`src/rtl/recorrido_pkg.sv`:
```
// Shared definitions for the traversal sequencers: FSM encoding,
// position-width derivation and input clamping.
package recorrido_pkg;

  typedef enum logic [1:0] {
    IDLE = 2'd0,
    RUN  = 2'd1,
    DONE = 2'd2
  } state_t;

  // Width of a position index; a single bit is still needed when N == 1.
  function automatic int cw_of(input int n);
    return (n > 1) ? $clog2(n) : 1;
  endfunction

  // Positions at or beyond the last LED collapse onto the last LED.
  function automatic int unsigned clamp_pos(input int unsigned v, input int unsigned n);
    return (v >= n) ? (n - 1) : v;
  endfunction

endpackage

```
`src/rtl/recorrido_der_izq_if.sv`:
```
// Control and status bundle of the right-to-left traversal sequencer.
interface recorrido_der_izq_if #(
  parameter int N = 8
) ();
  import recorrido_pkg::*;

  localparam int CW = cw_of(N);

  // Handshake: start is a request that is accepted only while the block is
  // idle (busy=0, done=0); it has no acknowledge other than busy rising on the
  // next cycle. done is a single-cycle completion pulse and needs no ready.
  logic          start;
  logic          pause;
  logic          abort;
  logic          wrap;
  logic [CW-1:0] start_pos;
  logic [CW-1:0] stop_pos;
  logic [N-1:0]  leds;
  logic [CW-1:0] pos;
  logic          busy;
  logic          done;
  state_t        state;

  modport master (
    output start, pause, abort, wrap, start_pos, stop_pos,
    input  leds, pos, busy, done, state
  );

  modport slave (
    input  start, pause, abort, wrap, start_pos, stop_pos,
    output leds, pos, busy, done, state
  );

endinterface

```
`src/rtl/recorrido_der_izq_divisor_paso.sv`:
```
// Pacing counter: spends DIV enabled cycles per position and fires a
// one-cycle step tick on the last of them.
module divisor_paso #(
  parameter int DIV = 4
) (
  input  logic clk,
  input  logic rst_n,
  input  logic clr_i,
  input  logic en_i,
  output logic tick_o
);

  localparam int PW = $clog2(DIV + 1);
  localparam logic [PW-1:0] LAST = PW'(DIV - 1);

  logic [PW-1:0] cnt_q, cnt_d;

  // Clear dominates so a cancelled traversal never emits a stale tick.
  always_comb begin
    tick_o = en_i && !clr_i && (cnt_q == LAST);
    cnt_d  = cnt_q;
    if (clr_i || tick_o) begin
      cnt_d = '0;
    end else if (en_i) begin
      cnt_d = cnt_q + 1'b1;
    end
  end

  always_ff @(posedge clk or negedge rst_n) begin
    if (!rst_n) begin
      cnt_q <= '0;
    end else begin
      cnt_q <= cnt_d;
    end
  end

endmodule

```
`src/rtl/recorrido_der_izq.sv`:
```
// Right-to-left traversal sequencer: walks a one-hot light from start_pos
// toward bit N-1 (optionally wrapping to 0) and stops at stop_pos.
module recorrido_der_izq
  import recorrido_pkg::*;
#(
  parameter int N   = 8,
  parameter int DIV = 4
) (
  input logic               clk,
  input logic               rst_n,
  recorrido_der_izq_if.slave bus
);

  localparam int CW = cw_of(N);
  localparam logic [CW-1:0] LAST = CW'(N - 1);
  localparam logic [N-1:0]  ONE  = {{(N-1){1'b0}}, 1'b1};

  state_t        state_q, state_d;
  logic [CW-1:0] pos_q, pos_d;
  logic [CW-1:0] stop_q, stop_d;
  logic          wrap_q, wrap_d;
  logic [CW-1:0] start_c, stop_c;
  logic          cnt_en, cnt_clr, tick;

  assign start_c = CW'(clamp_pos(32'(bus.start_pos), 32'(N)));
  assign stop_c  = CW'(clamp_pos(32'(bus.stop_pos), 32'(N)));

  assign cnt_en  = (state_q == RUN) && !bus.pause;
  assign cnt_clr = (state_q != RUN) || bus.abort;

  divisor_paso #(.DIV(DIV)) u_div (
    .clk    (clk),
    .rst_n  (rst_n),
    .clr_i  (cnt_clr),
    .en_i   (cnt_en),
    .tick_o (tick)
  );

  always_comb begin
    state_d = state_q;
    pos_d   = pos_q;
    stop_d  = stop_q;
    wrap_d  = wrap_q;
    case (state_q)
      IDLE: begin
        if (bus.start) begin
          state_d = RUN;
          pos_d   = start_c;
          stop_d  = stop_c;
          wrap_d  = bus.wrap;
        end
      end
      RUN: begin
        if (tick) begin
          if ((pos_q == stop_q) || ((pos_q == LAST) && !wrap_q)) begin
            state_d = DONE;
          end else begin
            pos_d = (pos_q == LAST) ? '0 : pos_q + 1'b1;
          end
        end
      end
      DONE: begin
        state_d = IDLE;
      end
      default: begin
        state_d = IDLE;
      end
    endcase
    // Abort wins over start and over a pending step.
    if (bus.abort) begin
      state_d = IDLE;
      pos_d   = pos_q;
      stop_d  = stop_q;
      wrap_d  = wrap_q;
    end
  end

  always_ff @(posedge clk or negedge rst_n) begin
    if (!rst_n) begin
      state_q <= IDLE;
      pos_q   <= '0;
      stop_q  <= '0;
      wrap_q  <= 1'b0;
    end else begin
      state_q <= state_d;
      pos_q   <= pos_d;
      stop_q  <= stop_d;
      wrap_q  <= wrap_d;
    end
  end

  assign bus.leds  = (state_q == IDLE) ? '0 : (ONE << pos_q);
  assign bus.pos   = pos_q;
  assign bus.busy  = (state_q == RUN);
  assign bus.done  = (state_q == DONE);
  assign bus.state = state_q;

endmodule

```
`src/flat_wrapper.sv`:
```
// flat-port wrapper written by rule: the top's interface ports become plain ports
module recorrido_der_izq_flat import recorrido_pkg::*;
#(
  parameter int N   = 8,
  parameter int DIV = 4
)
  (clk, rst_n, bus_start, bus_pause, bus_abort, bus_wrap, bus_start_pos, bus_stop_pos, bus_leds, bus_pos, bus_busy, bus_done, bus_state);
  recorrido_der_izq_if #(.N(N)) bus_i ();
  input logic clk;
  input logic rst_n;
  input wire logic [$bits(bus_i.start)-1:0] bus_start;
  input wire logic [$bits(bus_i.pause)-1:0] bus_pause;
  input wire logic [$bits(bus_i.abort)-1:0] bus_abort;
  input wire logic [$bits(bus_i.wrap)-1:0] bus_wrap;
  input wire logic [$bits(bus_i.start_pos)-1:0] bus_start_pos;
  input wire logic [$bits(bus_i.stop_pos)-1:0] bus_stop_pos;
  output wire logic [$bits(bus_i.leds)-1:0] bus_leds;
  output wire logic [$bits(bus_i.pos)-1:0] bus_pos;
  output wire logic [$bits(bus_i.busy)-1:0] bus_busy;
  output wire logic [$bits(bus_i.done)-1:0] bus_done;
  output wire logic [$bits(bus_i.state)-1:0] bus_state;
  assign bus_i.start = bus_start;
  assign bus_i.pause = bus_pause;
  assign bus_i.abort = bus_abort;
  assign bus_i.wrap = bus_wrap;
  assign bus_i.start_pos = bus_start_pos;
  assign bus_i.stop_pos = bus_stop_pos;
  assign bus_leds = bus_i.leds;
  assign bus_pos = bus_i.pos;
  assign bus_busy = bus_i.busy;
  assign bus_done = bus_i.done;
  assign bus_state = bus_i.state;
  recorrido_der_izq #(.N(N), .DIV(DIV)) u_core (.clk(clk), .rst_n(rst_n), .bus(bus_i));
endmodule
```
`config.mk`:
```
export PLATFORM = sky130hd
export DESIGN_NAME = recorrido_der_izq_flat
export DESIGN_NICKNAME = d
export VERILOG_FILES = /design/src/rtl/recorrido_pkg.sv /design/src/rtl/recorrido_der_izq_if.sv /design/src/rtl/recorrido_der_izq_divisor_paso.sv /design/src/rtl/recorrido_der_izq.sv /design/src/flat_wrapper.sv
export SDC_FILE = /design/constraint.sdc
export NUM_CORES = 1
export LEC_CHECK = 0
export CAP_MARGIN = 20
export CORE_MARGIN = 3
export CORE_UTILIZATION = 47
export DETAILED_ROUTE_END_ITERATION = 12
export MAX_ROUTING_LAYER = met4
export PLACE_DENSITY = 0.83
export SYNTH_ARGS = -nofsm -noshare
export SYNTH_HDL_FRONTEND = slang
export SYNTH_HIERARCHICAL = 1
export SYNTH_SLANG_ARGS = --single-unit
export TNS_END_PERCENT = 100
```
`constraint.sdc`:
```
create_clock -name clk -period 3.7 [get_ports clk]
set_clock_uncertainty 0.05 [all_clocks]
set_input_delay 0.74 -clock clk [delete_from_list [all_inputs] [get_ports clk]]
set_output_delay 0.74 -clock clk [all_outputs]
set_load 0.05 [all_outputs]
```
# == Yosys cells after proc, flatten, opt, wreduce, memory -nomap -nowiden ==
# Cells that the tools add are included.
# totals
register_bits,12
latch_bits,0
ramBits,0
rom_bits,0
inputBits,12
output_inout_bits,15
word_cells,50
mem_count,0
# classes
n_addsub,2
mul,0
n_div,0
n_lt_le_gt_ge,0
n_eq_ne,12
shifts,1
n_mux,13
bitwise_logic,1
reduce_logical,16
# ops
cell,count
3-bit two-way mux,6
2-bit two-way mux,4
8-bit two-way mux,1
"1-bit by 3-bit << shifter with 8-bit output, first input constant",1
"3-bit by 1-bit adder with 3-bit output, second input constant",2
"3-bit by 2-bit inequality test with 1-bit output, second input constant",2
3-bit case mux with 2 select lines,1
3-bit AND reduction,2
5-bit AND reduction,1
1-bit logical AND,4
"2-bit by 1-bit inequality test with 1-bit output, second input constant",2
"2-bit inequality test, second input constant",2
2-bit case mux with 2 select lines,1
2-bit nonzero test,2
"3-bit by 2-bit == test with 1-bit output, second input constant",1
3-bit == test,1
"3-bit == test, second input constant",1
1-bit zero test,3
1-bit logical OR,3
"3-bit inequality test, second input constant",1
"2-bit by 1-bit == test with 1-bit output, second input constant",1
"2-bit == test, second input constant",1
2-bit zero test,1
1-bit NOT,1

# == Depth between registers and ports, before layout ==
# Gate-level depths: netlist (run 1).
# logic_depth
depth_word,8
ltp_mapped,7
depth_no_buf,7

# == Hierarchy ==
# Netlist (run 1), hierarchy kept.
# modules_own_cells
mod,instances,cells_per_inst,area_each_um2,seq_area_each_um2
recorrido_der_izq,1,58,611.8,225.2
divisor_paso,1,15,167.7,75.1

# == Worst setup path before layout (run 1) ==
# Ideal clock, no wire load.
# synth_timing
path_kind,register to register
from,"register u_core.state_q[0], in the netlist u_core/bus.state[0]"
to,"register u_core.pos_q[2], in the netlist u_core/bus.pos[2]"
setup_ps,80
arrival_ps,2266
t_required_ps,3570
slack_ps,1304
stages_incl_launch_ff,8
cell_sequence,dfrtp_1 -> nand2b_1 -> nor2_1 -> inv_1 -> and3b_1 -> o311ai_1 -> a2111oi_4 -> mux2i_1
# synth_between
elab_chain_cells,7
# synth_rtl
item,line_no,rtl
"start, declared",recorrido_der_izq.sv:18,"state_t state_q, state_d;"
"start signal, assigned",recorrido_der_izq.sv:85,state_q <= state_d;
2-bit by 1-bit inequality test with 1-bit output,recorrido_der_izq.sv:29,assign cnt_clr = (state_q != RUN) || bus.abort;
1-bit logical OR,recorrido_der_izq.sv:29,
named net u_core.cnt_clr,recorrido_der_izq.sv:23,"logic cnt_en, cnt_clr, tick;"
1-bit zero test,recorrido_der_izq_divisor_paso.sv:20,tick_o = en_i && !clr_i && (cnt_q == LAST);
1-bit logical AND (2 in a row),recorrido_der_izq_divisor_paso.sv:20,
named net u_core.tick,recorrido_der_izq.sv:23,
2-bit by 1-bit inequality test with 1-bit output (no source line),--,
5-bit AND reduction (no source line),--,
"end signal, assigned",recorrido_der_izq.sv:86,pos_q <= pos_d;
"end, declared",recorrido_der_izq.sv:19,"logic [CW-1:0] pos_q, pos_d;"
# The timed path passes the listed nets, and every way through them passes these cells.
# A chain may end at the register's enable or synchronous reset.

# == Worst setup path in the final report (run 1) ==
# layout_timing
from,"register u_core.pos_q[0], in the netlist u_core/bus.pos[0]"
to,output port bus_leds[7]
# layout_between
elab_chain_cells,2
# layout_rtl
item,line_no,rtl
1-bit by 3-bit << shifter with 8-bit output,recorrido_der_izq.sv:92,assign bus.leds = (state_q == IDLE) ? '0 : (ONE << pos_q);
8-bit two-way mux,recorrido_der_izq.sv:92,
"end, declared",flat_wrapper.sv:17,output wire logic [$bits(bus_i.leds)-1:0] bus_leds;
# No other way between the ends.

==> summary.txt, run 1 <==
Place
  – Post-DP HPWL: 1403 um
  – Routability cong.: 0.7516
  – IO Port Bufs: 26
  – Placed insts: 115

Synth
  – Yosys reg bits: 12
  – Synthesized area: 779.5 sq um
  – Yosys warns: 6
  – Main synth FF type: dfrtp_1
  – Asr flop ratio synth: 1.000
  – Synth Area per Inst: 10.68 sq um
  – EDFF count, synth: 0
  – Synth Net Count: 93
  – Yosys cell types: 23
  – Cell count after synthesis: 73
  – Register area share after synthesis: 0.3852

Critical path
  – Crit-path cells: ha_1 -> ha_1 -> and2_1 -> clkdlybuf4s50_1
  – Crit path arrival time: 2090 ps
  – Slowest cell delay on critical path: 790 ps
  – Critical setup path kind: flip-flop to output pin
  – Reg-to-reg setup timing slack: 1360 ps
  – R2r worst-path depth: 6
  – Worst Setup End Kind: output pin
  – Reg2reg start: u_core/bus.state[1]
  – Slowest cell on the critical path: clkdlybuf4s50_1
  – Most frequent CP cell: ha_1
  – Worst endpoint required time: 2910 ps
  – Crit path launch type: flip-flop
  – Critical register-to-register path endpoint: u_core/bus.pos[1]
  – Critical Path Fanout Max: 6

Drt
  – Vias per cell: 5.445
  – WL final: 1687 um
  – Starting DRC count in detailed routing: 16
  – Vias post-DR: 648
  – Post-DRT Antenna Nets: 0
  – DRC Markers: 0
  – WL per Instance: 14.18 um
  – DR pass1 iterations: 4

Layout
  – Final Net Count: 124
  – Share of cells above drive strength 1: 0.09709
  – Commonest non-fill, non-tap cell in the layout: clkdlybuf4s50_1
  – Antenna diode count: 0
  – Most frequent cells in the layout: 26 x clkdlybuf4s50_1, 12 x dfrtp_1, 8 x ha_1, 7 x inv_1, 7 x nor2_1
  – Non-filler cells in the finished layout: 119
  – P&R area growth vs syn: 40.61%

Floorplan
  – Die area: 0.002183 sq mm
  – Row count: 14
  – Num ports: 27
  – Die X: 46.73 um
  – Starting Density: 0.5057
  – Core Area: 0.001541 sq mm
  – Die height: 46.73 um

Clock network
  – Number of buffers created by CTS: 3
  – CTS max path bufs: 2
  – Max H-tree Level: 1
  – CTS Root Cell: clkbuf_4
  – Postcts setup bufs: 0
  – Clk pin slew, worst setup/hold paths: 70 ps
  – Post-CTS resize count: 0
  – CTS tree: built
  – Clk_lat worst skew: 270 ps
  – Hold-fix buffers, CTS: 0
  – TritonCTS Sinks: 12

Global route
  – Number of global-route vias before repair: 619
  – Initial antenna violation count: 0
  – Pin count of the biggest net entering global routing: 13
  – Total gr overflow: 0
  – First-pass GRT wire length: 2656 um
  – Total GRT Usage: 0.1818

Timing
  – Slew Viols, Final: 0
  – Worst-Margin Slew: 604.0 ps
  – Number of hold violations in the final report: 0
  – Setup violations, final: 0
  – FMAX: 346.7 MHz
  – Final min period: 2884 ps
  – Setup TNS: 0 ps
  – Relative max-transition margin: 0.5940
  – RSZ-0062 raised after global routing: no
  – Final period utilization: 0.7795

Power
  – Peak supply drop: 0.5279 mV
  – Power per Cell Area: 644.7 mW/mm^2
  – Lkg Pwr: 0.5053 nW

Hold path
  – Worst Hold Class: flip-flop to flip-flop
  – Hold path depth: 1
  – Hold path start: u_core/u_div/cnt_q[1]
  – Hold Path End: u_core/u_div/cnt_q[1]

Outcome
  – Status: completed

Flow run
  – Max-Cap Viols: 0
-- area by class of cell --
| type | count | area, sq um |
|---|---|---|
| Timing Repair Buffer | 26 | 260.3 |
| Fill cell | 120 | 445.4 |
| Sequential cell | 12 | 300.3 |
| Clock buffer | 4 | 36.28 |
| Multi-Input combinational cell | 54 | 452.9 |
| Inverter | 7 | 26.28 |
| Tap cell | 16 | 20.02 |
-- where the power goes --
part           leakage (nW)  internal [mW]  total (mW)  switching, mW
logic                 0.334          0.149       0.392          0.243
clock network        0.0210         0.0599       0.103         0.0434
registers             0.150          0.165       0.212         0.0464
-- how the worst max path moves through the flow --
stage	end	start	depth (start not counted)	slack [ps]
floorplan	u_core/bus.pos[2]	u_core/bus.state[0]	7	1300
global placement	u_core/bus.pos[2]	bus_abort	7	970
detailed placement	u_core/bus.pos[1]	bus_abort	7	850
CTS	bus_leds[6]	u_core/bus.state[0]	3	790
global route	bus_leds[7]	u_core/bus.pos[1]	4	700
finish	bus_leds[7]	u_core/bus.pos[0]	4	820
-- synth_stat cells, types with 2 or more instances --
master | count | area share
dfrtp_1 | 12 | 0.39
ha_1 | 8 | 0.13
inv_1 | 7 | 0.034
nor2_1 | 7 | 0.034
and3_1 | 6 | 0.048
mux2_2 | 4 | 0.058
mux2i_1 | 4 | 0.051
a21oi_1 | 3 | 0.019
nand2b_1 | 3 | 0.024
xor2_1 | 3 | 0.034
and2_1 | 2 | 0.016
nand2_1 | 2 | 0.0096
o31ai_1 | 2 | 0.019
-- sequential cells by signal (all words and copies together), names as in the netlist --
signal	cells
u_core/bus.pos	3
u_core/stop_q	3
u_core/u_div/cnt_q	3
u_core/bus.state	2
u_core/wrap_q	1
-- critical path: cells and delay by family (launching register included) --
family / cells / cell delay (ps)
fa+ha+maj: 2 / 430
buf+inv: 1 / 790
flops: 1 / 460
simple gates: 1 / 130
-- cells by family (layout without fill, tap and decap cells) --
kind of cell,after synthesis,count (layout),synth area share
flops,12,12,0.3852
xor+xnor,3,3,0.03371
simple gates,25,25,0.1910
fa+ha+maj,8,8,0.1284
compound gates,10,10,0.1188
buf+inv,7,37,0.03371
mux,8,8,0.1091
-- metal layers --
layer  track usage  wire length (um)  vias up  share of wire
met5             -                 0        -              0
met1        0.2286               730      306           0.43
li1              -                 -      318              -
met3       0.05859                98        2          0.058
met4       0.04972                19        0          0.011
met2        0.2802               839       22           0.50
-- metrics by stage --
| step | worst slack [ps] | util | area, sq um | hold slack, ps | power [mW] |
|---|---|---|---|---|---|
| after CTS | 785.1 | 0.7110 | 1096 | 462.1 | 0.7153 |
| after detailed placement | 850.9 | 0.6875 | 1060 | 445.0 | 0.6085 |
| after floorplan | 1304 | - | 779.5 | 394.4 | 0.4730 |
| after global placement | 968.5 | 0.6875 | 1060 | 431.8 | 0.5975 |
| final | 815.7 | 0.7110 | 1096 | 456.8 | 0.7067 |
| after global routing | 697.2 | 0.7110 | 1096 | 476.9 | 0.7516 |
(Power assumes the default switching activity.)
==> run 2: changes to the inputs <==
--- a/config.mk
+++ b/config.mk
@@ -7,10 +7,10 @@
 export LEC_CHECK = 0
 export CAP_MARGIN = 20
 export CORE_MARGIN = 3
-export CORE_UTILIZATION = 47
+export CORE_UTILIZATION = 44
 export DETAILED_ROUTE_END_ITERATION = 12
 export MAX_ROUTING_LAYER = met4
-export PLACE_DENSITY = 0.83
+export PLACE_DENSITY = 0.78
 export SYNTH_ARGS = -nofsm -noshare
 export SYNTH_HDL_FRONTEND = slang
 export SYNTH_HIERARCHICAL = 1
==> constraint.sdc (replaced) <==
create_clock -name clk -period 2.95 [get_ports clk]
set_clock_uncertainty 0.05 [all_clocks]
set_input_delay 0.59 -clock clk [delete_from_list [all_inputs] [get_ports clk]]
set_output_delay 0.59 -clock clk [all_outputs]
set_load 0.05 [all_outputs]
==> run 2 against run 1 <==
  * Design area up 0.91%
  * Die area up 5.9%
  * Critical path depth down 1
  * Largest power group unchanged
  * Clock power up 21%
  * Power up 24%
  * Largest cell class unchanged
  * Critical endpoint is now bus_leds[5]
==> summary.txt, run 2 (synthesized netlist as in run 1, its figures left out) <==
Outcome
  – Status: completed

Drt
  – WL final: 1581 um (-6.3%)
  – Highest routed layer: met4
  – Starting DRC count in detailed routing: 10 (-6)
  – Vias per cell: 4.843 (-11%)
  – Wl on met1: 783 um (+7.3%)
  – DR pass1 iterations: 4 (unchanged)
  – Met2 WL post-DR: 704 um (-16%)
  – WL per Instance: 12.45 um (-12%)
  – Wire length on met3: 88 um (-10%)
  – DRC Markers: 0 (unchanged)
  – Vias post-DR: 615 (-5.1%)
  – Post-DRT Antenna Nets: 0 (unchanged)

Layout
  – Fillers: 113 (-5.8%)
  – Final Net Count: 124 (unchanged)
  – Commonest non-fill, non-tap cell in the layout: clkdlybuf4s50_1
  – Share of cells above drive strength 1: 0.09709 (unchanged)
  – Antenna diode count: 0 (unchanged)
  – Non-filler cells in the finished layout: 127 (+6.7%)
  – P&R area growth vs syn: 41.89%
  – Most frequent cells in the layout: 26 x clkdlybuf4s50_1, 12 x dfrtp_1, 8 x ha_1, 7 x inv_1, 7 x nor2_1

Clock network
  – Clk pin slew, worst setup/hold paths: 70 ps (about the same)
  – Post-CTS resize count: 0 (unchanged)
  – CTS tree: built
  – Hold-fix buffers, CTS: 0 (unchanged)
  – Clk_lat worst skew: 270 ps (about the same)
  – Postcts setup bufs: 0 (unchanged)
  – CTS Root Cell: clkbuf_4
  – Max H-tree Level: 1 (unchanged)
  – TritonCTS Sinks: 12 (unchanged)
  – CTS max path bufs: 2 (unchanged)
  – Number of buffers created by CTS: 3 (unchanged)

Timing
  – Setup violations, final: 0 (unchanged)
  – Slew Viols, Final: 0 (unchanged)
  – Post-route setup slack: 210.2 ps (-605.5 ps)
  – RSZ-0062 raised after global routing: no
  – Worst-Margin Slew: 610.1 ps (+6.081 ps)
  – Final period utilization: 0.9287
  – Relative max-transition margin: 0.5899 (-0.004088)
  – Final min period: 2740 ps
  – FMAX: 365.0 MHz
  – Setup TNS: 0 ps (unchanged)
  – Number of hold violations in the final report: 0 (unchanged)

Power
  – Peak supply drop: 0.6158 mV (+17%)
  – Power per Cell Area: 792.2 mW/mm^2 (+23%)
  – Lkg Pwr: 0.5053 nW (unchanged)
  – Power consumption: 0.8762 mW (+24%)

Place
  – Post-DP HPWL: 1292 um (-7.9%)
  – Place WS: 256.3 ps (-594.5 ps)
  – Placed insts: 123 (+7.0%)
  – Routability cong.: 0.7945 (+5.7%)
  – IO Port Bufs: 26 (unchanged)

Floorplan
  – Row count: 14 (unchanged)
  – Die area: 0.002313 sq mm (+5.9%)
  – Die X: 48.09 um (+2.9%)
  – Core Area: 0.001594 sq mm (+3.4%)
  – Die height: 48.09 um (+2.9%)
  – Starting Density: 0.4890 (-0.01667)
  – Num ports: 27 (unchanged)

Critical path
  – Reg2reg start: u_core/bus.state[1]
  – R2r worst-path depth: 6 (unchanged)
  – Crit path arrival time: 2100 ps (about the same)
  – Reg-to-reg setup timing slack: 550 ps (-810 ps)
  – Worst endpoint required time: 2310 ps (-600 ps)
  – Critical setup path kind: flip-flop to output pin
  – Critical Path Fanout Max: 8 (+2)
  – Critical path origin: u_core/bus.state[0]
  – Setup crit end: bus_leds[5]
  – Critical register-to-register path endpoint: u_core/bus.pos[1]
  – Worst Setup End Kind: output pin
  – Crit path launch type: flip-flop

Global route
  – Initial antenna violation count: 0 (unchanged)
  – First-pass GRT wire length: 2470 um (-7.0%)
  – Total gr overflow: 0 (unchanged)
  – Number of global-route vias before repair: 560 (-9.5%)
  – Pin count of the biggest net entering global routing: 13 (unchanged)
  – Total GRT Usage: 0.1629 (-0.01895)

Hold path
  – Hold path depth: 1 (unchanged)
  – Worst Hold Class: flip-flop to flip-flop
  – Hold path start: u_core/u_div/cnt_q[1]

Flow run
  – Max-Cap Viols: 0 (unchanged)
-- run 2: per-layer routing --
layer / up-vias / track usage
met5: - / -
met4: 0 / 0.03226
met3: 2 / 0.06642
met2: 17 / 0.2427
met1: 279 / 0.2092
li1: 317 / -
-- run 2: stage by stage --
| stage | hold slack, ps | utilization | instance area [sq um] |
|---|---|---|---|
| 2_1_floorplan | 244.4 | - | 779.5 |
| 3_3_place_gp | 433.4 | 0.6711 | 1070 |
| 3_5_place_dp | 448.4 | 0.6711 | 1070 |
| 4_1_cts | 465.1 | 0.6939 | 1106 |
| 5_1_grt | 473.8 | 0.6939 | 1106 |
| 6_report | 458.9 | 0.6939 | 1106 |
-- run 2: worst max-delay path: stages, from the launching register on --
cell and delay [ps]:
dfrtp_1 490, or2_0 340, and3_1 200, clkdlybuf4s50_1 800
-- run 2: layout make-up --
type / count / area, sq um / area share
multi-input cells: 54 / 452.9 / 0.4095
repair buffers: 26 / 260.3 / 0.2353
clock buffers: 4 / 36.28 / 0.03281
flip-flops and latches: 12 / 300.3 / 0.2715
inverters: 7 / 26.28 / 0.02376
well taps: 24 / 30.03 / 0.02715
-- run 2: how the worst min path moves through the flow --
stage	to	slack [ps]
final	u_core/u_div/cnt_q[1]	460
after global routing	u_core/u_div/cnt_q[1]	470
after CTS	u_core/u_div/cnt_q[1]	470
after detailed placement	u_core/u_div/cnt_q[1]	450
after global placement	u_core/u_div/cnt_q[1]	430
after floorplan	u_core/bus.pos[0]	240
-- run 2: where the power goes --
part | switching [mW] | leakage (nW) | total, mW | internal, mW
registers | 0.0605 | 0.150 | 0.268 | 0.207
logic | 0.299 | 0.334 | 0.484 | 0.185
clock network | 0.0497 | 0.0210 | 0.125 | 0.0750
==> run 3: changes to the inputs <==
--- a/config.mk
+++ b/config.mk
@@ -9,6 +9,7 @@
 export CORE_MARGIN = 3
 export CORE_UTILIZATION = 44
 export DETAILED_ROUTE_END_ITERATION = 12
+export GPL_TIMING_DRIVEN = 0
 export MAX_ROUTING_LAYER = met4
 export PLACE_DENSITY = 0.78
 export SYNTH_ARGS = -nofsm -noshare
==> run 3 against run 2 <==
  * Register-to-register slack better by 20 ps
  * Wire length up 2.3%
  * Power rose by 0.58%
  * Cell count stayed put
  * Clock-buffer cell count did not move
  * Critical endpoint is now bus_leds[7]
  * Highest routed layer unchanged
==> summary.txt, run 3 (synthesized netlist as in run 1, its figures left out) <==
Outcome
  – Status: completed

Drt
  – WL per Instance: 12.73 um (+2.3%)
  – Vias per cell: 4.795 (-0.98%)
  – WL final: 1617 um (+2.3%)
  – Post-DRT Antenna Nets: 0 (unchanged)
  – Vias post-DR: 609 (-0.98%)
  – DRC Markers: 0 (unchanged)
  – DR pass1 iterations: 4 (unchanged)
  – Starting DRC count in detailed routing: 9 (-1)

Timing
  – Number of hold violations in the final report: 0 (unchanged)
  – Relative max-transition margin: 0.6171 (+0.02720)
  – Slew Viols, Final: 0 (unchanged)
  – Setup violations, final: 0 (unchanged)
  – Final period utilization: 0.9235 (-0.005247)
  – Final min period: 2724 ps (-15.48 ps)
  – Setup TNS: 0 ps (unchanged)
  – Worst-Margin Slew: 569.6 ps (-40.46 ps)
  – FMAX: 367.1 MHz (+0.57%)
  – RSZ-0062 raised after global routing: no
  – Post-route setup slack: 225.7 ps (+15.48 ps)

Critical path
  – Worst Setup End Kind: output pin
  – Cell family with the largest share of critical-path delay: buffers and inverters
  – Most frequent CP cell: ha_1
  – Bufs and invs on worst path: 1 (unchanged)
  – Crit path launch type: flip-flop
  – Worst endpoint required time: 2310 ps (about the same)
  – Slowest cell on the critical path: clkdlybuf4s50_1
  – Slowest cell delay on critical path: 790 ps (about the same)
  – Crit path arrival time: 2080 ps (-20 ps)
  – Crit-path cells: ha_1 -> ha_1 -> and2_1 -> clkdlybuf4s50_1
  – Critical Path Fanout Max: 6 (-2)
  – Critical setup path kind: flip-flop to output pin

Clock network
  – CTS tree: built
  – Max H-tree Level: 1 (unchanged)
  – CTS Root Cell: clkbuf_4
  – Clk pin slew, worst setup/hold paths: 70 ps (about the same)
  – Clk_lat worst skew: 270 ps (about the same)
  – CTS max path bufs: 2 (unchanged)
  – Number of buffers created by CTS: 3 (unchanged)
  – TritonCTS Sinks: 12 (unchanged)
  – Post-CTS resize count: 0 (unchanged)
  – Hold-fix buffers, CTS: 0 (unchanged)
  – Postcts setup bufs: 0 (unchanged)

Global route
  – Global route hottest layer: met2
  – Total gr overflow: 0 (unchanged)
  – Met3 Use GR: 0.07011 (+0.003690)
  – GR Util met1: 0.2207 (+0.01149)
  – Number of global-route vias before repair: 586 (+4.6%)
  – First-pass GRT wire length: 2608 um (+5.6%)
  – Total GRT Usage: 0.1699 (+0.007081)
  – Initial antenna violation count: 0 (unchanged)
  – Grt met2 use: 0.2427 (unchanged)
  – Pin count of the biggest net entering global routing: 13 (unchanged)

Layout
  – Fillers: 137 (+21%)
  – Antenna diode count: 0 (unchanged)
  – Most frequent cells in the layout: 26 x clkdlybuf4s50_1, 12 x dfrtp_1, 8 x ha_1, 7 x inv_1, 7 x nor2_1
  – P&R area growth vs syn: 41.89% (unchanged)
  – Commonest non-fill, non-tap cell in the layout: clkdlybuf4s50_1
  – Final Net Count: 124 (unchanged)
  – Share of cells above drive strength 1: 0.09709 (unchanged)

Floorplan
  – Num ports: 27 (unchanged)
  – Die area: 0.002313 sq mm (unchanged)
  – Starting Density: 0.4890 (unchanged)
  – Die height: 48.09 um (unchanged)
  – Core Area: 0.001594 sq mm (unchanged)
  – Row count: 14 (unchanged)
  – Die X: 48.09 um (unchanged)

Place
  – Place WS: 196.0 ps (-60.33 ps)
  – Post-DP HPWL: 1343 um (+4.0%)
  – Routability cong.: 0.7184 (-9.6%)
  – IO Port Bufs: 26 (unchanged)

Power
  – Lkg Pwr: 0.5053 nW (unchanged)
  – Peak supply drop: 0.6808 mV (+11%)
  – Power per Cell Area: 796.8 mW/mm^2 (+0.58%)
  – Power consumption: 0.8813 mW (+0.58%)

Flow run
  – Max-Cap Viols: 0 (unchanged)

Hold path
  – Worst Hold Class: flip-flop to flip-flop
-- run 3: power by group --
part,internal [mW],switching (mW),leakage [nW],total [mW]
sequential,0.207,0.0557,0.150,0.263
clock,0.0750,0.0546,0.0210,0.130
combinational,0.187,0.302,0.334,0.489
-- run 3: stage by stage --
step           utilization  cells  area, sq um  hold WS (ps)
6_report            0.6939    127         1106         458.6
5_1_grt             0.6939    127         1106         486.9
4_1_cts             0.6939    127         1106         460.9
3_5_place_dp        0.6711    123         1070         444.3
3_3_place_gp        0.6711    123         1070         431.6
2_1_floorplan            -     73        779.5         244.4
-- run 3: layer usage --
layer / wire (um) / vias to the layer above
met1: 762 / 267
met5: 0 / -
met2: 738 / 23
met3: 101 / 2
met4: 14 / 0
li1: - / 317
-- run 3: layout make-up --
class	instances	area [sq um]	share of cell area
clock buffers	4	36.28	0.03281
inverters	7	26.28	0.02376
multi-input cells	54	452.9	0.4095
flip-flops and latches	12	300.3	0.2715
well taps	24	30.03	0.02715
repair buffers	26	260.3	0.2353
-- run 3: final timing paths --
path | startpoint | end | slack, ps | cells past startpoint
worst max register to register | u_core/bus.state[1] | u_core/bus.pos[1] | 570 | 6
worst min register to register | u_core/wrap_q | u_core/wrap_q | 460 | 1
worst min-delay path | u_core/wrap_q | u_core/wrap_q | 460 | 1
min in group asynchronous | rst_n | u_core/bus.state[1] | 610 | 1
max in group asynchronous | rst_n | u_core/bus.pos[0] | 1890 | 1
worst max-delay path | u_core/bus.pos[0] | bus_leds[7] | 230 | 4
==> RTL change 1, RTL diff (flow settings as in run 2) <==
`DIV` is set to 4 in 3 places; all go to 8.
--- a/src/rtl/recorrido_der_izq_divisor_paso.sv
+++ b/src/rtl/recorrido_der_izq_divisor_paso.sv
@@ -2,5 +2,5 @@
 // one-cycle step tick on the last of them.
 module divisor_paso #(
-  parameter int DIV = 4
+  parameter int DIV = 8
 ) (
   input  logic clk,
--- a/src/rtl/recorrido_der_izq.sv
+++ b/src/rtl/recorrido_der_izq.sv
@@ -5,5 +5,5 @@
 #(
   parameter int N   = 8,
-  parameter int DIV = 4
+  parameter int DIV = 8
 ) (
   input logic               clk,
--- a/src/flat_wrapper.sv
+++ b/src/flat_wrapper.sv
@@ -3,5 +3,5 @@
 #(
   parameter int N   = 8,
-  parameter int DIV = 4
+  parameter int DIV = 8
 )
   (clk, rst_n, bus_start, bus_pause, bus_abort, bus_wrap, bus_start_pos, bus_stop_pos, bus_leds, bus_pos, bus_busy, bus_done, bus_state);
Check against the original RTL: not equivalent (Yosys sat finds a counterexample within 10 cycles, from zero or initial values and one cycle with rst_n low).
==> RTL change 1 against run 2 <==
- total power shrank 0.43%
- sequential cell count is 1 higher
- setup slack worse by 0.0047 ns
- area after synthesis up 5.9%
- global-route usage grew 0.33 points
- fmax decreased by 0.17%
- count of clock-buffer cells in the layout shrank 1
- routed wire length grew 9.2%
- final area is 4.2% higher
==> RTL change 1: results (changes against run 2) <==
worstHoldStart: "u_core/wrap_q"  # was u_core/u_div/cnt_q[1]
dp_hpwl_mm: 1.42  # was 1.29 mm
grt_max_degree: 14  # was 13
postSynth.asyncResetShare_pct: 100  # unchanged
rrSetupSlack_ns: 0.50  # was 0.55 ns
p_leak_nw: 0.518  # was 0.505 nW
hold_depth: 1  # unchanged
postSynthAreaPerCell_um2: 10.7  # about the same
finalWirelength_mm: 1.73  # was 1.58 mm
clkTransAtPathRegs_ns: 0.08
cts_resized: 0  # unchanged
antenna_found_initial: 0  # unchanged
rr_startpoint: "u_core/bus.state[1]"  # unchanged
ys_warn_count: 6  # unchanged
grt_use_total_pct: 16.6  # was 16.3%
cts_setup_buffers: 0  # unchanged
r2r-end: "u_core/bus.pos[1]"  # unchanged
largest_register_ffs: 4
crit_path_start: "u_core/bus.pos[0]"  # was u_core/bus.state[0]
cp-endpoint: "bus_leds[7]"  # was bus_leds[5]
insertion_delay_ns: 0.27  # about the same
cts_buffers: 3  # unchanged
drtPass1Iterations: 4  # unchanged
rr_worst_depth: 8  # was 6
drt_iter0_markers: 2  # was 10
largest-register: "u_core/u_div/cnt_q"
drive_gt1_share_pct: 11.1  # was 9.71%
tns_ns: 0  # unchanged
fill_cells: 144  # was 113
grt_pass1_wl_mm: 3.10  # was 2.47 mm
arrival_ns: 2.10  # about the same
min_path_type: "reg -> reg"  # unchanged
via_count: 682  # was 615
synth_common_cells: "dfrtp_1, ha_1, and3_1, inv_1, nor2_1"  # was dfrtp_1, ha_1, inv_1, nor2_1, and3_1
worst_slew_pin_slew_ns: 0.628  # was 0.610 ns
clk_path_buf_depth: 2  # unchanged
port_buffers: 26  # unchanged
synth_ff_type: "dfrtp_1"  # unchanged
cap_violations: 0  # unchanged
grt_pass1_vias: 713  # was 560
slowest_delay_ns: 0.79
whs_ns: 0.470  # was 0.459 ns
holdPathEnd: "u_core/wrap_q"  # was u_core/u_div/cnt_q[1]
root_buffer: "clkbuf_4"  # unchanged
place_area_um2: 1120  # was 1070 um2
seq_area_frac_synth_pct: 39.4  # was 38.5%
synthesis.nets: 96  # was 93
run_status: "completed"  # unchanged
ir_drop_mv: 0.470  # was 0.616 mV
crit_fanout: 6  # was 8
yosys-top-cells-area: "dfrtp_1, ha_1, mux2_2, mux2i_1, and3_1"  # unchanged
slowest_stage: "clkdlybuf4s50_1"  # unchanged
htreeDepth: 1  # unchanged
dp_cells: 129  # was 123
wl_per_cell_um: 13.0  # was 12.4 um
antenna_cells: 0  # unchanged
synthDistinctLibCells: 28  # was 23
gp_congestion: 0.825  # was 0.795
-- RTL change 1: worst max-delay path, delay by kind of cell, from the launching register on --
family,cells,cell delay [ns]
buf+inv,1,0.79
flops,1,0.48
fa+ha+maj,2,0.43
simple gates,1,0.13
-- RTL change 1: per-stage QoR --
step                      setup slack [ns]  total power [W]  utilization, %
after floorplan                      0.430         0.000607               -
final                                0.206         0.000872            66.0
after CTS                            0.201         0.000883            66.0
after detailed placement             0.156         0.000771            64.4
after global placement               0.259         0.000764            64.4
after global routing                0.0983         0.000937            66.0
-- RTL change 1: area by class of cell --
class | count | share of cell area (%)
Clock inverter | 1 | 0.434
Sequential cell | 13 | 28.2
Clock buffer | 3 | 1.95
Timing Repair Buffer | 27 | 23.2
Tap cell | 25 | 2.71
Multi-Input combinational cell | 58 | 41.5
Inverter | 6 | 1.95
-- RTL change 1: routing by layer --
layer  vias to the layer above  part of all wire [%]  GRT usage, %
met1                       322                    45          19.8
met5                         -                     0             -
met2                        19                    50          27.7
met3                         0                   4.7          5.20
met4                         0                     0          2.84
li1                        341                     -             -
-- RTL change 1: kinds of logic after synthesis --
kind of cell               synth area share (%)
DFF                                        39.4
AOI/OAI and AO/OA                          12.6
xor gates and xnor gates                   3.18
adders and majority gates                  10.6
and+or+nand+nor                            19.8
muxes                                      11.7
buffers and inverters                      2.73
-- RTL change 1: power breakdown --
group          switching (W)  leakage [nW]  internal (W)  total, W
registers          0.0000590         0.164      0.000221  0.000280
logic               0.000298         0.336      0.000186  0.000484
clock network      0.0000583        0.0177     0.0000502  0.000108
total               0.000415         0.518      0.000457  0.000872
==> RTL change 2, RTL diff (flow settings as in run 2) <==
Made on the original files. Make the reset (`rst_n`) synchronous in 2 clocked blocks.
--- a/src/rtl/recorrido_der_izq_divisor_paso.sv
+++ b/src/rtl/recorrido_der_izq_divisor_paso.sv
@@ -27,5 +27,5 @@
   end
 
-  always_ff @(posedge clk or negedge rst_n) begin
+  always_ff @(posedge clk) begin
     if (!rst_n) begin
       cnt_q <= '0;
--- a/src/rtl/recorrido_der_izq.sv
+++ b/src/rtl/recorrido_der_izq.sv
@@ -76,5 +76,5 @@
   end
 
-  always_ff @(posedge clk or negedge rst_n) begin
+  always_ff @(posedge clk) begin
     if (!rst_n) begin
       state_q <= IDLE;
Formal check against the unedited RTL: differs if rst_n is asserted again (counterexample within 4 cycles, from zero or initial values and one cycle with rst_n low); with rst_n held inactive, the same outputs for 10 cycles.
==> RTL change 2 against run 2 <==
- area after synthesis rose by 3.5%
- critical path depth grew 1
- synthesized cell count grew 21%
- routed wire length grew 9.4%
- final area increased by 1.7%
- setup slack got worse by 0.078 ns
- sequential cell count unchanged
- worst hold slack worse by 0.029 ns
- largest cell class unchanged
Power is not compared: it rests on default switching activity, and its combinational part moved more than twofold at a synthesized area within 25%.
==> RTL change 2: results (changes against run 2) <==
synthDistinctLibCells: 31  # was 23
finalWirelength_mm: 1.73  # was 1.58 mm
grt_use_total_pct: 16.0  # was 16.3%
drt_iter0_markers: 11  # was 10
seq_area_frac_synth_pct: 29.8  # was 38.5%
via_per_inst: 4.95  # was 4.84
dp_hpwl_mm: 1.37  # was 1.29 mm
drive_gt1_share_pct: 7.76  # was 9.71%
holdPathEnd: "u_core/u_div/cnt_q[1]"  # unchanged
gp_congestion: 0.718  # was 0.795
worstHoldStart: "u_core/u_div/cnt_q[1]"  # unchanged
rr_startpoint: "u_core/bus.state[0]"  # was u_core/bus.state[1]
pre_cts_slack_ns: 0.420  # was 0.256 ns
yosys-top-cells-area: "dfxtp_1, ha_1, mux2i_1, and3_1, nand2b_1"  # was dfrtp_1, ha_1, mux2_2, mux2i_1, and3_1
grt_max_degree: 14  # was 13
synthesis.nets: 108  # was 93
place_area_um2: 1090  # was 1070 um2
postSynth.asyncResetShare_pct: 0  # was 100%
final_nets: 137  # was 124
synth_common_cells: "dfxtp_1, ha_1, and3_1, mux2i_1, nand2b_1"  # was dfrtp_1, ha_1, inv_1, nor2_1, and3_1
worst_slew_pin_slew_ns: 0.508  # was 0.610 ns
synth_ff_type: "dfxtp_1"  # was dfrtp_1
fill_cells: 152  # was 113
run_status: "completed"  # unchanged
r2r-end: "u_core/bus.pos[2]"  # was u_core/bus.pos[1]
hold_depth: 2  # was 1
RTL change 2: layout make-up:
| cell class | instances | area [um2] | share of cell area (%) |
|---|---|---|---|
| multi-input cells | 69 | 539 | 47.9 |
| repair buffers | 26 | 260 | 23.1 |
| flip-flops and latches | 12 | 240 | 21.4 |
| clock buffers | 4 | 36.3 | 3.23 |
| well taps | 24 | 30.0 | 2.67 |
| inverters | 5 | 18.8 | 1.67 |
RTL change 2: how the worst max path moves through the flow:
| stage | from | end | slack (ns) | cells after the start |
|---|---|---|---|---|
| after global routing | u_core/bus.pos[0] | bus_leds[7] | 0.04 | 4 |
| after floorplan | u_core/bus.state[0] | u_core/bus.pos[2] | 0.69 | 8 |
| after global placement | u_core/bus.pos[0] | bus_leds[7] | 0.46 | 4 |
| final | u_core/bus.pos[1] | bus_leds[7] | 0.13 | 4 |
| after detailed placement | u_core/bus.pos[0] | bus_leds[7] | 0.42 | 4 |
| after CTS | u_core/bus.pos[0] | bus_leds[7] | 0.12 | 4 |
RTL change 2: stage by stage:
step / hold slack, ns / std cells / utilization [%]
2_1_floorplan: 0.400 / 88 / -
3_3_place_gp: 0.415 / 136 / 67.5
3_5_place_dp: 0.419 / 136 / 67.5
4_1_cts: 0.433 / 140 / 69.8
5_1_grt: 0.457 / 140 / 69.8
6_report: 0.430 / 140 / 69.8
RTL change 2: metal layers:
layer,up-vias,GRT usage (%),routed length [um]
li1,359,-,-
met1,314,16.2,786
met2,18,29.2,863
met3,2,4.59,64
met4,0,5.69,14
met5,-,-,0
RTL change 2: power by group through the flow:
| stage | combinational (W) | sequential [W] | clock [W] |
|---|---|---|---|
| 6_report | 0.0000829 | 0.000175 | 0.000131 |
| 5_1_grt | 0.0000891 | 0.000177 | 0.000145 |
| 2_1_floorplan | 0.0000419 | 0.000187 | 0 |
| 4_1_cts | 0.0000829 | 0.000176 | 0.000134 |
| 3_5_place_dp | 0.0000826 | 0.000179 | 0 |
| 3_3_place_gp | 0.0000812 | 0.000179 | 0 |
RTL change 2: cell families after synthesis:
group	synth area share (%)
compound gates	8.22
xor+xnor	3.26
mux	10.1
flops	29.8
fa+ha+maj	12.4
simple gates	32.9
buf+inv	3.41
RTL change 2: worst max-delay path, stage by stage, from the launching register on:
cell	delay, ns
dfxtp_1	0.48
ha_1	0.23
ha_1	0.25
and2_1	0.15
clkdlybuf4s50_1	0.79
